**config.mk**
```make
export PLATFORM = sky130hd
export DESIGN_NAME = mem_port_arbiter
export DESIGN_NICKNAME = d
export VERILOG_FILES = /design/src/rtl/mem_port_arbiter.sv
export SDC_FILE = /design/constraint.sdc
export NUM_CORES = 1
export LEC_CHECK = 0
export CAP_MARGIN = 10
export CORE_MARGIN = 4
export CORE_UTILIZATION = 44
export CTS_BUF_LIST = sky130_fd_sc_hd__clkbuf_4 sky130_fd_sc_hd__clkbuf_8 sky130_fd_sc_hd__clkbuf_16
export CTS_CLUSTER_SIZE = 16
export DETAILED_ROUTE_END_ITERATION = 8
export PLACE_DENSITY_LB_ADDON = 0.08
export REMOVE_ABC_BUFFERS = 1
export SYNTH_ARGS = -nofsm -noshare
export SYNTH_HDL_FRONTEND = slang
export SYNTH_SLANG_ARGS = --single-unit
```
**constraint.sdc**
```tcl
create_clock -name clk -period 4.6 [get_ports clk]
set_input_delay 0.92 -clock clk [delete_from_list [all_inputs] [get_ports clk]]
set_output_delay 0.92 -clock clk [all_outputs]
set_load 0.01 [all_outputs]
```
**src/rtl/mem_port_arbiter.sv**
```systemverilog
// Two-requester arbiter in front of a byte-wide single-port memory.
// Requester A (CPU) normally wins. Requester B (debug/loader) is served once A
// has taken STARVE_LIMIT grants in a row while B was waiting. Each transaction
// takes one or two memory beats. A one-cycle ack then returns the assembled
// 16-bit read data to the winning requester.
module mem_port_arbiter #(
    parameter int STARVE_LIMIT = 4
) (
    input  logic        clk,
    input  logic        rst,

    input  logic        a_req,
    input  logic        a_we,
    input  logic        a_word,
    input  logic [15:0] a_addr,
    input  logic [15:0] a_wdata,
    output logic        a_ack,
    output logic [15:0] a_rdata,

    input  logic        b_req,
    input  logic        b_we,
    input  logic        b_word,
    input  logic [15:0] b_addr,
    input  logic [15:0] b_wdata,
    output logic        b_ack,
    output logic [15:0] b_rdata,

    output logic        m_en,
    output logic        m_we,
    output logic [15:0] m_addr,
    output logic [7:0]  m_wdata,
    input  logic [7:0]  m_rdata,

    output logic        busy,
    output logic        owner
);

    localparam int SW = (STARVE_LIMIT < 1) ? 1 : $clog2(STARVE_LIMIT + 1);
    localparam logic [SW-1:0] LIMIT = SW'(STARVE_LIMIT);

    typedef enum logic [1:0] {
        IDLE,
        LO,
        HI,
        RESP
    } state_t;

    state_t        state;
    state_t        next_state;
    logic [SW-1:0] streak;
    logic          we_q;
    logic          word_q;
    logic [15:0]   addr_q;
    logic [15:0]   wdata_q;
    logic [7:0]    lo_q;
    logic [15:0]   a_rdata_q;
    logic [15:0]   b_rdata_q;
    logic          any_req;
    logic          grant_b;
    logic [15:0]   resp_data;

    // Arbitration: B wins when A is silent, or when A has starved B long enough.
    always_comb begin
        any_req = a_req | b_req;
        grant_b = b_req & (~a_req | (streak == LIMIT));
    end

    // Sequencing: one beat for a byte, two beats for a word, then the ack cycle.
    always_comb begin
        next_state = state;
        case (state)
            IDLE:    if (any_req) next_state = LO;
            LO:      next_state = word_q ? HI : RESP;
            HI:      next_state = RESP;
            RESP:    next_state = IDLE;
            default: next_state = IDLE;
        endcase
    end

    // Read data seen by the owner during its ack. The memory returns a byte one
    // cycle after the read beat, so the last byte arrives in RESP itself and is
    // passed straight through. It is also captured so that it stays stable afterwards.
    always_comb begin
        resp_data = 16'h0000;
        if (!we_q) begin
            if (word_q) resp_data = {m_rdata, lo_q};
            else        resp_data = {8'h00, m_rdata};
        end
    end

    // Memory drive and handshake outputs, decoded from state. Reset gates the
    // strobes immediately, so an interrupted access cannot write its high byte
    // or issue an ack.
    always_comb begin
        m_en    = 1'b0;
        m_we    = 1'b0;
        m_addr  = 16'h0000;
        m_wdata = 8'h00;
        a_ack   = 1'b0;
        b_ack   = 1'b0;
        case (state)
            LO: begin
                m_en    = ~rst;
                m_we    = ~rst & we_q;
                m_addr  = addr_q;
                m_wdata = wdata_q[7:0];
            end
            HI: begin
                m_en    = ~rst;
                m_we    = ~rst & we_q;
                m_addr  = addr_q + 16'd1;
                m_wdata = wdata_q[15:8];
            end
            RESP: begin
                a_ack = ~rst & ~owner;
                b_ack = ~rst & owner;
            end
            default: ;
        endcase
        busy    = (state != IDLE);
        a_rdata = a_ack ? resp_data : a_rdata_q;
        b_rdata = b_ack ? resp_data : b_rdata_q;
    end

    // State register, grant latching, starvation counter and read-data capture.
    always_ff @(posedge clk) begin
        if (rst) begin
            state     <= IDLE;
            streak    <= '0;
            owner     <= 1'b0;
            we_q      <= 1'b0;
            word_q    <= 1'b0;
            addr_q    <= 16'h0000;
            wdata_q   <= 16'h0000;
            lo_q      <= 8'h00;
            a_rdata_q <= 16'h0000;
            b_rdata_q <= 16'h0000;
        end else begin
            state <= next_state;
            case (state)
                IDLE: begin
                    if (any_req) begin
                        owner   <= grant_b;
                        we_q    <= grant_b ? b_we    : a_we;
                        word_q  <= grant_b ? b_word  : a_word;
                        addr_q  <= grant_b ? b_addr  : a_addr;
                        wdata_q <= grant_b ? b_wdata : a_wdata;
                        if (grant_b || !b_req) begin
                            streak <= '0;
                        end else if (streak != LIMIT) begin
                            streak <= streak + SW'(1);
                        end
                    end
                end
                HI: begin
                    if (!we_q) lo_q <= m_rdata;
                end
                RESP: begin
                    if (owner) b_rdata_q <= resp_data;
                    else       a_rdata_q <= resp_data;
                end
                default: ;
            endcase
        end
    end

endmodule

```
Yosys cells after proc, flatten, opt, wreduce, memory -nomap -nowiden
Cells that the tools add are included.
{ "totals": {"reg_bits": 80, "in_bits": 80, "out_inout_bits": 62, "elab_cells": 58} }
{ "op_classes": {"add_sub_neg": 2, "n_eq_ne": 6, "muxes": 19, "n_bitwise": 10, "reduce_logical": 11} }
{ "ops": {"columns": ["op", "count"], "rows": [
  ["$mux W16", 6],
  ["$pmux W16 S2", 1],
  ["$add A16 B1 Y16 const B", 1],
  ["$pmux W8 S2", 1],
  ["$pmux W2 S4", 1],
  ["$reduce_and A2 Y1", 4],
  ["$mux W1", 7],
  ["$mux W3", 2],
  ["$and A1 B1 Y1", 4],
  ["$eq A2 B2 Y1 const B", 2],
  ["$not A1 Y1", 4],
  ["$reduce_bool A2 Y1", 2],
  ["$add A3 B1 Y3 const B", 1],
  ["$eq A3 B3 Y1 const B", 1],
  ["$ne A3 B3 Y1 const B", 1],
  ["$reduce_and A3 Y1", 1],
  ["$eq A2 B1 Y1 const B", 1],
  ["$logic_not A2 Y1", 1],
  ["$mux W2", 1],
  ["$ne A2 B2 Y1 const B", 1],
  ["$or A1 B1 Y1", 2],
  ["$reduce_or A2 Y1", 1],
  ["$logic_not A1 Y1", 1],
  ["$logic_or A1 B1 Y1", 1]
]} }

Longest topological paths before layout
{ "logic_depth": {"word_depth": 6, "ltp_mapped": 8, "mapped_depth_nobuf": 6} }

Worst setup path before layout
OpenSTA, ideal clock, no wires.
{ "synth_path": {"kind": "input -> output", "start": "input port rst", "end": "output port b_rdata[10]", "arrival_time_ns": 1.894, "t_required_ns": 3.680, "path_slack_ns": 1.786, "cell_stages": 5, "path_buffers": 1, "cell_sequence": "inv_1 -> nand3_1 -> nor2_1 -> buf_2 -> a22o_1"} }
{ "synth_via": {"elab_chain_cells": 4} }
{ "synth_rtl": {"columns": ["item", "line", "rtl"], "rows": [
  ["start: declaration", "10", "input logic rst,"],
  ["$not A1 Y1", "116", "b_ack = ~rst & owner;"],
  ["$and A1 B1 Y1", "116", null],
  ["$mux W1", "101", "case (state)"],
  ["$mux W16", "122", "b_rdata = b_ack ? resp_data : b_rdata_q;"],
  ["end: declaration", "26", "output logic [15:0] b_rdata,"]
]} }
Every way passes these cells.

Worst setup path after layout
{ "layout_path": {"start": "register state[1]", "end": "output port m_addr[11]"} }
{ "layout_via": {"elab_chain_cells": 2, "elab_cells_between_ends": 3} }
{ "layout_rtl": {"columns": ["item", "line", "rtl"], "rows": [
  ["start: declaration", "48", "state_t state;"],
  ["start signal: assignment", "139", "state <= next_state;"],
  ["$eq A2 B2 Y1 or $eq A2 B1 Y1 (tied branches)", "101", null],
  ["$pmux W16 S2 *", "101", null],
  ["end: declaration", "30", "output logic [15:0] m_addr,"]
]} }
Every way passes the cells marked *; elsewhere a longest branch is shown, timed or not.

==> impl_metrics.ini <==
[status]
run_status = complete, no violations

[cts]
cts.sinks = 80
numCtsBuffers = 9
cts_resized = 0
worst_skew_pair.late_latency_ps = 360
cts.reportedPaths.clkPinSlew_ps = 90
ctsLongestPathBuffers = 2
cts.root.buffer_cell = sky130_fd_sc_hd__clkbuf_8
cts_tree = yes
postCtsSetupRepairBufs = 0
ctsHoldBuffers = 0
cts.htree.levels = 3

[global_routing]
grt_pass1_vias = 3888
gr-usage-all-layers_pct = 20.8
maximum_number_of_pins_on_one_net_before_global_route_repair = 56
globalRouteOverflowTotal = 0
grt_pass1_wl_um = 19200
grt_antenna_before_repair = 0

[job]
max-cap-violations = 0

[logic_synthesis]
synthTopCellsByArea = sky130_fd_sc_hd__dfxtp_1 38%, sky130_fd_sc_hd__mux2i_1 13%, sky130_fd_sc_hd__a22o_1 6.7%, sky130_fd_sc_hd__a211oi_1 6.1%, sky130_fd_sc_hd__a21o_1 5.7%
synth_cell_type_count = 45
synth-main-ff-cell = sky130_fd_sc_hd__dfxtp_1
syn-cell-area_um2 = 4210
yosys_register_bits = 80
share_of_synthesized_flip_flops_with_an_asynchronous_set_or_reset_pct = 0
ys_seq_area_share_pct = 38.0
synthesis.yosys.warnings = 0
netlist.top_cell.by_area = sky130_fd_sc_hd__dfxtp_1
netlist.area_leader.share_pct = 38.0
synthesized_instance_count = 469
synth.avg_cell_area_um2 = 8.98
synth-edff-count = 0

[floorplan]
die-area_um2 = 11200
design.portCount = 142
start_util_pct = 45.4
die_height_um = 106
core-area_um2 = 9280
chipWidth_um = 106
num_rows = 35

[placement]
place.gp.congestion = 0.861
buffer_ports.inserted = 141
dp_hpwl_um = 8130
detailed_place.area_um2 = 5680

[drt]
drt_drc_violations_left = 0
detailedRoute.firstPassIterationCount = 5
routedWlPerCell_um = 15.7
route.vias.total = 3963
detail_route.iter0.violations = 124
drt.antenna.violating_nets = 0
routed_wl_um = 11400
via_per_inst = 5.46

[setup_path]
rr_startpoint = streak[0]$_SDFFE_PP0P_
r2r_end = addr_q[5]$_SDFFE_PP0P_
crit_path_end_kind = output port
startpoint = state[1]$_SDFFE_PP0P_
crit_type = register to output port
crit_end = m_addr[11]
cp-start-kind = register
critPathRequiredTime_ps = 3680
setup.reg_to_reg.worst_slack_ps = 2210
critPathMaxFanout = 21
arrival_ps = 3060
worstRegToRegCells = 6

[sta]
fmax_ghz = 0.251
report.final.slew_viol_count = 0
final-setup-viol-count = 0
part_of_the_cycle_the_worst_path_needs_pct = 86.6
worst_slew_pin_slew_ps = 1100
rsz0062_at_grt = no
finalCriticalPeriod_ps = 3980
final_hold_viol_count = 0
max_slew_margin_pct = 26.4
finalSetupTns_ps = 0
worst_clock_skew_ps = 16.4

[power_and_ir_drop]
power_per_unit_of_standard_cell_area_nw_per_um2 = 423
cellLeakagePower_nw = 2.54
power.ir.vdd_worst_mv = 0.351

[layout]
layout_common_cells = 140 x sky130_fd_sc_hd__clkdlybuf4s50_1, 80 x sky130_fd_sc_hd__dfxtp_1, 54 x sky130_fd_sc_hd__mux2i_1
most_frequent_standard_cell_in_the_layout_excluding_fill_and_tap_cells = sky130_fd_sc_hd__clkdlybuf4s50_1
final_net_count = 679
num_antenna_cells = 0
syn_to_final_growth_pct = 39.2
drive_above_1_share_pct = 5.36
stdcell_area_um2 = 5860

[min_path]
hold_path.class = register to register
==> per-layer routing <==
layer / global-route usage [%] / part of all wire (%) / up-vias
met5: 0 / 0 / -
met4: 6.01 / 1.6 / 0
met3: 6.25 / 5.8 / 16
met2: 34.3 / 48 / 113
met1: 26.2 / 45 / 1847
li1: - / - / 1987
==> state kept, by name (all words and copies together), names as in the netlist, 2 cells and up <==
register   cells
b_rdata_q     16
a_rdata_q     16
streak         3
wdata_q       16
addr_q        16
lo_q           8
state          2
==> critical path, stage by stage (launching register included) <==
cell                              delay [ps]
sky130_fd_sc_hd__dfxtp_1                 400
sky130_fd_sc_hd__inv_1                   100
sky130_fd_sc_hd__ha_1                    650
sky130_fd_sc_hd__nand2_1                 330
sky130_fd_sc_hd__or4_1                   570
sky130_fd_sc_hd__nand3_1                 100
sky130_fd_sc_hd__clkdlybuf4s50_1         530
==> through the flow <==
stage | utilization [%] | worst slack [ps] | total power, mW | cells | hold slack (ps)
2_1_floorplan | - | 1240 | 1.59 | 430 | 427
3_3_place_gp | 61.1 | 1070 | 1.97 | 710 | 434
3_5_place_dp | 61.1 | 1020 | 2.00 | 710 | 443
4_1_cts | 63.2 | 578 | 2.50 | 726 | 464
5_1_grt | 63.2 | 361 | 2.67 | 726 | 479
6_report | 63.2 | 616 | 2.48 | 726 | 460
==> cells by family after synthesis <==
| logic type | synth area share [%] |
|---|---|
| XOR/XNOR | 0.416 |
| buffers and inverters | 5.23 |
| adder cells (fa/ha/maj) | 2.08 |
| AO/OA/AOI/OAI | 25.5 |
| flip-flops | 38.0 |
| multiplexers | 12.8 |
| AND/OR/NAND/NOR | 15.9 |
==> power breakdown <==
group | leakage (nW) | internal, mW | switching [mW]
Sequential | 0.654 | 0.830 | 0.155
Clock | 0.0976 | 0.218 | 0.278
Combinational | 1.79 | 0.479 | 0.522
Total | 2.54 | 1.53 | 0.955
==> worst min-delay path by stage <==
stage,startpoint,end,slack [ps],depth (start not counted)
finish,a_rdata_q[1]$_SDFFE_PP0P_,a_rdata_q[1]$_SDFFE_PP0P_,460,1
global route,b_rdata_q[2]$_SDFFE_PP0P_,b_rdata_q[2]$_SDFFE_PP0P_,480,1
CTS,a_rdata_q[1]$_SDFFE_PP0P_,a_rdata_q[1]$_SDFFE_PP0P_,460,1
detailed placement,a_rdata_q[1]$_SDFFE_PP0P_,a_rdata_q[1]$_SDFFE_PP0P_,440,1
global placement,b_rdata_q[0]$_SDFFE_PP0P_,b_rdata_q[0]$_SDFFE_PP0P_,430,1
floorplan,a_rdata_q[0]$_SDFFE_PP0P_,a_rdata_q[0]$_SDFFE_PP0P_,430,1
==> Yosys cell counts (all sizes together), types with 4 or more instances <==
cell type,n
nand3,12
nor2b,15
nor3,17
a22o,32
a21oi,9
a22oi,9
a211oi,34
clkbuf,28
inv,10
nand4,4
a21boi,5
and2,8
ha,7
a21o,32
nand2,15
nand2b,4
o21ai,7
dfxtp,80
nor2,47
mux2i,54
buf,9
==> area by class of cell <==
cell class	count	area, µm²
Fill cell	838	3420
Multi-Input combinational cell	340	2390
Sequential cell	80	1600
Timing Repair Buffer	151	1480
Tap cell	129	161
Clock buffer	10	138
Clock inverter	6	48.8
Inverter	10	37.5
No activity file was read; power rests on OpenSTA's default activity.
